$ cat src/rtl/uart_frame_pkg.sv
// Shared types and constants for the framed UART transmitter.
// States walk one byte through the UART handshake; the phase picks which frame byte is sent.
package uart_frame_pkg;

    typedef enum logic [2:0] {
        ST_IDLE,
        ST_SETUP,
        ST_STROBE,
        ST_WAIT_BUSY,
        ST_WAIT_IDLE,
        ST_NEXT
    } txState_t;

    typedef enum logic [1:0] {
        PH_HDR,
        PH_LEN,
        PH_PAY,
        PH_CHK
    } txPhase_t;

    localparam logic [7:0] DEFAULT_HEADER = 8'hAA;
    localparam int         SETUP_CYC      = 3;

endpackage

$ cat src/rtl/uart_byte_fifo.sv
// First-word-fall-through byte FIFO with level output and a synchronous flush.
// Writes while full are dropped; a write and a pop in the same cycle both take effect.
module uart_byte_fifo #(
    parameter int DEPTH = 16
) (
    input  logic                   iCLK,
    input  logic                   iRST,
    input  logic                   iWR,
    input  logic [7:0]             iWDATA,
    input  logic                   iRD,
    input  logic                   iFLUSH,
    output logic [7:0]             oRDATA,
    output logic [$clog2(DEPTH):0] oCNT,
    output logic                   oFULL
);
    localparam int AW = $clog2(DEPTH);
    localparam int CW = AW + 1;

    logic [7:0]    mem [DEPTH];
    logic [AW-1:0] wrPtr;
    logic [AW-1:0] rdPtr;
    logic          wrEn;
    logic          rdEn;
    logic          empty;

    assign oFULL  = (oCNT == CW'(DEPTH));
    assign empty  = (oCNT == '0);
    assign wrEn   = iWR && !oFULL && !iFLUSH;
    assign rdEn   = iRD && !empty;
    assign oRDATA = mem[rdPtr];

    always_ff @(posedge iCLK) begin
        if (!iRST && wrEn) begin
            mem[wrPtr] <= iWDATA;
        end
    end

    always_ff @(posedge iCLK) begin
        if (iRST || iFLUSH) begin
            wrPtr <= '0;
            rdPtr <= '0;
            oCNT  <= '0;
        end else begin
            if (wrEn) begin
                wrPtr <= wrPtr + 1'b1;
            end
            if (rdEn) begin
                rdPtr <= rdPtr + 1'b1;
            end
            if (wrEn && !rdEn) begin
                oCNT <= oCNT + 1'b1;
            end else if (rdEn && !wrEn) begin
                oCNT <= oCNT - 1'b1;
            end
        end
    end

endmodule

$ cat src/rtl/uart_frame_tx.sv
// Sends HEADER, LEN, LEN payload bytes from the FIFO, then CHK = LEN + payload sum,
// handing each byte to a UART through a request / done handshake with a wait timeout.
module uart_frame_tx
    import uart_frame_pkg::*;
#(
    parameter int         FIFO_DEPTH  = 16,
    parameter logic [7:0] HEADER      = DEFAULT_HEADER,
    parameter int         REQ_HOLD    = 4,
    parameter int         TIMEOUT_CYC = 4096
) (
    input  logic                        iCLK,
    input  logic                        iRST,
    input  logic                        iWR,
    input  logic [7:0]                  iWDATA,
    input  logic                        iSEND,
    input  logic                        iT_DONE,
    output logic                        oT_REQ,
    output logic [7:0]                  oT_DATA,
    output logic                        oFULL,
    output logic [$clog2(FIFO_DEPTH):0] oCNT,
    output logic                        oBUSY,
    output logic                        oDONE,
    output logic                        oERR
);
    localparam int LW = $clog2(FIFO_DEPTH) + 1;
    localparam int CW = $clog2(TIMEOUT_CYC + REQ_HOLD + SETUP_CYC + 1);

    localparam logic [CW-1:0] SETUP_LAST = CW'(SETUP_CYC - 1);
    localparam logic [CW-1:0] HOLD_LAST  = CW'(REQ_HOLD - 1);
    localparam logic [CW-1:0] WAIT_LAST  = CW'(TIMEOUT_CYC - 1);

    txState_t      state, stateNext;
    txPhase_t      phase, phaseNext;
    logic [7:0]    dataReg, dataNext;
    logic [7:0]    chkReg, chkNext;
    logic [7:0]    lenReg, lenNext;
    logic [LW-1:0] payLeft, payLeftNext;
    logic [CW-1:0] cycCnt, cntNext;
    logic [7:0]    fifoData;
    logic          fifoPop;
    logic          fifoFlush;
    logic          timedOut;

    uart_byte_fifo #(
        .DEPTH (FIFO_DEPTH)
    ) payloadFifo (
        .iCLK   (iCLK),
        .iRST   (iRST),
        .iWR    (iWR),
        .iWDATA (iWDATA),
        .iRD    (fifoPop),
        .iFLUSH (fifoFlush),
        .oRDATA (fifoData),
        .oCNT   (oCNT),
        .oFULL  (oFULL)
    );

    assign oBUSY   = (state != ST_IDLE);
    assign oT_REQ  = (state == ST_STROBE);
    assign oT_DATA = dataReg;

    always_ff @(posedge iCLK) begin
        if (iRST) begin
            state   <= ST_IDLE;
            phase   <= PH_HDR;
            dataReg <= '0;
            chkReg  <= '0;
            lenReg  <= '0;
            payLeft <= '0;
            cycCnt  <= '0;
        end else begin
            state   <= stateNext;
            phase   <= phaseNext;
            dataReg <= dataNext;
            chkReg  <= chkNext;
            lenReg  <= lenNext;
            payLeft <= payLeftNext;
            cycCnt  <= cntNext;
        end
    end

    // dataReg is loaded on the way into SETUP so the byte is already on the bus in its first cycle
    always_comb begin
        stateNext   = state;
        phaseNext   = phase;
        dataNext    = dataReg;
        chkNext     = chkReg;
        lenNext     = lenReg;
        payLeftNext = payLeft;
        cntNext     = cycCnt + 1'b1;
        fifoPop     = 1'b0;
        fifoFlush   = 1'b0;
        timedOut    = 1'b0;
        oDONE       = 1'b0;

        case (state)
            ST_IDLE: begin
                cntNext = '0;
                if (iSEND) begin
                    stateNext   = ST_SETUP;
                    phaseNext   = PH_HDR;
                    dataNext    = HEADER;
                    lenNext     = 8'(oCNT);
                    payLeftNext = oCNT;
                    chkNext     = 8'(oCNT);
                end
            end
            ST_SETUP: begin
                if (cycCnt == '0 && phase == PH_PAY) begin
                    fifoPop     = 1'b1;
                    chkNext     = chkReg + dataReg;
                    payLeftNext = payLeft - 1'b1;
                end
                if (cycCnt == SETUP_LAST) begin
                    stateNext = ST_STROBE;
                    cntNext   = '0;
                end
            end
            ST_STROBE: begin
                if (cycCnt == HOLD_LAST) begin
                    stateNext = ST_WAIT_BUSY;
                    cntNext   = '0;
                end
            end
            ST_WAIT_BUSY: begin
                if (!iT_DONE) begin
                    stateNext = ST_WAIT_IDLE;
                    cntNext   = '0;
                end else if (cycCnt == WAIT_LAST) begin
                    timedOut = 1'b1;
                end
            end
            ST_WAIT_IDLE: begin
                if (iT_DONE) begin
                    stateNext = ST_NEXT;
                    cntNext   = '0;
                end else if (cycCnt == WAIT_LAST) begin
                    timedOut = 1'b1;
                end
            end
            ST_NEXT: begin
                cntNext   = '0;
                stateNext = ST_SETUP;
                case (phase)
                    PH_HDR: begin
                        phaseNext = PH_LEN;
                        dataNext  = lenReg;
                    end
                    PH_LEN, PH_PAY: begin
                        if (payLeft == '0) begin
                            phaseNext = PH_CHK;
                            dataNext  = chkReg;
                        end else begin
                            phaseNext = PH_PAY;
                            dataNext  = fifoData;
                        end
                    end
                    default: begin
                        stateNext = ST_IDLE;
                        phaseNext = PH_HDR;
                        oDONE     = 1'b1;
                    end
                endcase
            end
            default: begin
                stateNext = ST_IDLE;
            end
        endcase

        // A stalled UART abandons the frame and discards everything queued
        if (timedOut) begin
            stateNext = ST_IDLE;
            phaseNext = PH_HDR;
            cntNext   = '0;
            fifoFlush = 1'b1;
        end
    end

    assign oERR = timedOut;

endmodule

$ cat config.mk
export PLATFORM = sky130hd
export DESIGN_NAME = uart_frame_tx
export DESIGN_NICKNAME = d
export VERILOG_FILES = /design/src/rtl/uart_frame_pkg.sv /design/src/rtl/uart_byte_fifo.sv /design/src/rtl/uart_frame_tx.sv
export SDC_FILE = /design/constraint.sdc
export NUM_CORES = 1
export LEC_CHECK = 0
export CAP_MARGIN = 20
export CORE_MARGIN = 2
export CORE_UTILIZATION = 61
export DETAILED_ROUTE_END_ITERATION = 10
export GPL_TIMING_DRIVEN = 0
export PLACE_DENSITY = 0.8
export SLEW_MARGIN = 20
export SYNTH_ARGS = -nofsm -noshare
export SYNTH_HDL_FRONTEND = slang
export SYNTH_SLANG_ARGS = --single-unit
$ cat constraint.sdc
create_clock -name iCLK -period 4.4 [get_ports iCLK]
set_input_delay 0.88 -clock iCLK [delete_from_list [all_inputs] [get_ports iCLK]]
set_output_delay 0.88 -clock iCLK [all_outputs]
set_load 0.1 [all_outputs]
==> out/results.ini <==
[critical_path]
crit_chain = clkdlybuf4s50_1 -> nor4b_1 -> o21ba_2 -> and4_1 -> clkdlybuf4s50_1
crit_path_frequent_cell = clkdlybuf4s50_1
path_delay_family = buffers and inverters
start_kind = input port
critPathMaxStageDelay_ns = 1.13
cp-end-kind = output pin
slowest_stage = clkdlybuf4s50_1
crit_type = input port to output pin
cp.required_ns = 3.52
critical_path_buf_inv_count = 2
critPathMaxFanout = 4
worstPathArrival_ns = 3.21

[logic_synthesis]
yosysTopAreaCellShare_pct = 45.57
synthArstFlopShare_pct = 0
syn_area_sq_mm = 0.008434
synth.distinct_cells = 77
synth.ff_latch_count = 189
synth_fp_nets = 667
synth_enable_flop_cells = 128
netlist.top_cell.by_area = edfxtp_1
synth_ff_type = edfxtp_1
syn_area_per_cell_sq_um = 13.41
synth-seq-area-share_pct = 60.05
yosysMostFrequentCell = edfxtp_1
synth_common_cells = 128 x edfxtp_1, 63 x nor2_1, 61 x dfxtp_1, 43 x nand2_1, 33 x mux4_2
synthCells = 629
synth_warnings = 0
synth.area.top_cells = edfxtp_1 46%, dfxtp_1 14%, mux4_2 8.8%

[power]
swShare_pct = 30.24
seq_power_share_pct = 46.4
power.density_mw_per_mm2 = 463.0
clockPowerShare_pct = 33.8
comb_power_share_pct = 19.8
ir_drop_mv = 0.3400
leakage_nw = 3.300
power.net_switching_w = 0.001340
power.internal_w = 0.003091

[placement]
hpwl_um = 12620
io_buffers = 30
place_congestion = 0.8694
dpl_worst_slack_ns = 0.2916

[floorplanning]
rows = 42
coreArea_sq_mm = 0.01335
dieArea_sq_mm = 0.01478
io-pin-count = 31
initial_core_util_pct = 63.19
die_h_um = 121.6
die_x_um = 121.6

[grt]
use_met1_pct = 32.62
first_global_vias = 5358
grt_max_degree = 17
grt.total_usage_pct = 26.70
met3_usage_pct = 6.039
grt_pass1_wl_um = 28870
grt-busiest-layer = met2
antenna_found_initial = 0
use_met2_pct = 47.12
gr-total-overflow = 0

[drt]
drc_errors = 0
post_drt_wl_per_cell_um = 21.17
wl_um = 18360
drtIter0Drc = 514
routed_via_density = 6.234
antenna_left = 0
drtPass1Iterations = 6
dr_total_vias = 5405

[clock_network]
htree_levels = 4
clkTransAtPathRegs_ns = 0.07
cts_tree = done
root_buffer = clkbuf_16
cts.repair.resized = 0
numCtsBuffers = 17
hold_buffers = 0
clock_latency_ns = 0.43
cts_sinks = 189
cts_setup_buffers = 0
clock_path_buffers = 2

[timing]
maxSlewViolCount = 0
rsz0062_at_grt = false
setup_viol = 0
fmax_mhz = 244.5
finalCritPeriodShare_pct = 92.95
tightest_slew_ns = 0.9842
period_minus_slack_ns = 4.090
setup-tns-final_ns = 0
setup_slack_ns = 0.3104
finalHoldViolations = 0
final.setup_skew_ns = 0.01360
slew_headroom_pct = 34.15

[job]
cap_violations = 0

[finish]
n_antenna_cell = 0
layout.nets = 720
synthToLayoutAreaGrowth_pct = 13.47
fillers = 890
drive_gt1_share_pct = 16.50

[run_status]
status = finished clean

[worst_hold_path]
hp-class = register to register

-- cell families (layout without fill, tap and decap cells) --
group,count (synthesis),in the layout,share of synthesized area (%)
buffers and inverters,50,112,2.759
flip-flops,189,189,60.05
AO/OA/AOI/OAI,98,98,8.070
AND/OR/NAND/NOR,201,201,12.80
multiplexers,46,46,10.35
adder cells (fa/ha/maj),25,25,3.887
XOR/XNOR,20,20,2.077
-- final cells by class --
cell class | instances | area (sq um) | area share, %
Buffer | 26 | 142.6 | 1.490
Clock buffer | 17 | 425.4 | 4.445
Timing Repair Buffer | 34 | 330.3 | 3.451
Sequential cell | 189 | 5065 | 52.92
Multi-Input combinational cell | 390 | 3163 | 33.05
Tap cell | 176 | 220.2 | 2.301
Clock inverter | 11 | 133.9 | 1.399
Inverter | 24 | 90.09 | 0.9413
-- final timing paths --
path	start	end	slack, ns	cells past startpoint
setup / recovery	iT_DONE	oERR	0.31	5
hold / removal	lenReg[3]	lenReg[3]	0.46	2
hold reg to reg	lenReg[3]	lenReg[3]	0.46	2
setup reg to reg	payloadFifo.oCNT[0]	payloadFifo.oCNT[4]	1.07	11
-- power by group through the flow --
stage | Combinational [W] | Sequential [W] | Clock (W)
2_1_floorplan | 0.000503 | 0.00221 | 0
3_3_place_gp | 0.000829 | 0.00208 | 0
3_5_place_dp | 0.000865 | 0.00209 | 0
4_1_cts | 0.000869 | 0.00205 | 0.00150
5_1_grt | 0.000941 | 0.00206 | 0.00158
6_report | 0.000879 | 0.00206 | 0.00150
-- worst register-to-register path: stages (launching register included) --
cell and delay, ns:
dfxtp_1 0.54, nor4_1 0.20, a21boi_2 0.38, a21boi_1 0.43, ha_1 0.27, inv_1 0.11
fa_1 0.42, a21o_1 0.18, a21oi_1 0.19, xnor2_1 0.09, or3_1 0.32, a21oi_1 0.14
-- per-stage QoR --
step	hold WS, ns	utilization, %	instance area [sq um]	power [W]	cells
floorplan	0.4311	-	8434	0.002715	629
global placement	0.4406	67.09	8955	0.002913	835
detailed placement	0.4523	67.46	9005	0.002955	839
CTS	0.4620	71.65	9564	0.004425	867
global route	0.4788	71.70	9570	0.004583	867
finish	0.4636	71.70	9570	0.004431	867
-- flip-flops by register name, indices dropped and copies added (netlist names), named ones only --
register and cells:
phase 2, payloadFifo.wrPtr 4, cycCnt 13, payloadFifo.oCNT 5, state 3, chkReg 8
payloadFifo.rdPtr 4, oT_DATA 8, payLeft 5, payloadFifo.mem 128, lenReg 5
-- cells in the final DEF, fill, tap and decap left out, types with 4 or more instances in the layout --
| cell type | synthesis | final |
|---|---|---|
| edfxtp_1 | 128 | 128 |
| nor2_1 | 63 | 63 |
| dfxtp_1 | 61 | 61 |
| nand2_1 | 43 | 43 |
| mux4_2 | 33 | 33 |
| a21oi_1 | 30 | 30 |
| clkdlybuf4s50_1 | 0 | 30 |
| inv_1 | 24 | 24 |
| ha_1 | 23 | 23 |
| clkbuf_16 | 0 | 17 |
| nand3_1 | 16 | 16 |
| o21ai_0 | 16 | 16 |
| mux2i_1 | 13 | 13 |
| buf_2 | 12 | 12 |
| nor3_1 | 16 | 12 |
| xnor2_1 | 12 | 12 |
| buf_4 | 6 | 10 |
| xor2_1 | 8 | 8 |
| and3_1 | 7 | 7 |
| nor2b_1 | 7 | 7 |
| a31oi_1 | 7 | 7 |
| a21o_1 | 6 | 6 |
| clkbuf_1 | 5 | 5 |
| nand3b_1 | 5 | 5 |
| o221ai_1 | 5 | 5 |
| inv_6 | 0 | 5 |
| and4_1 | 4 | 4 |
| and2_1 | 4 | 4 |
| nor3_2 | 0 | 4 |
| or3_1 | 4 | 4 |
-- metal layers --
layer / vias up / routed length, um
met5: - / 0
met4: 0 / 407
met3: 34 / 988
met2: 189 / 9701
met1: 2699 / 7259
li1: 2483 / -
Note: power is estimated with default switching activity, not from simulation.
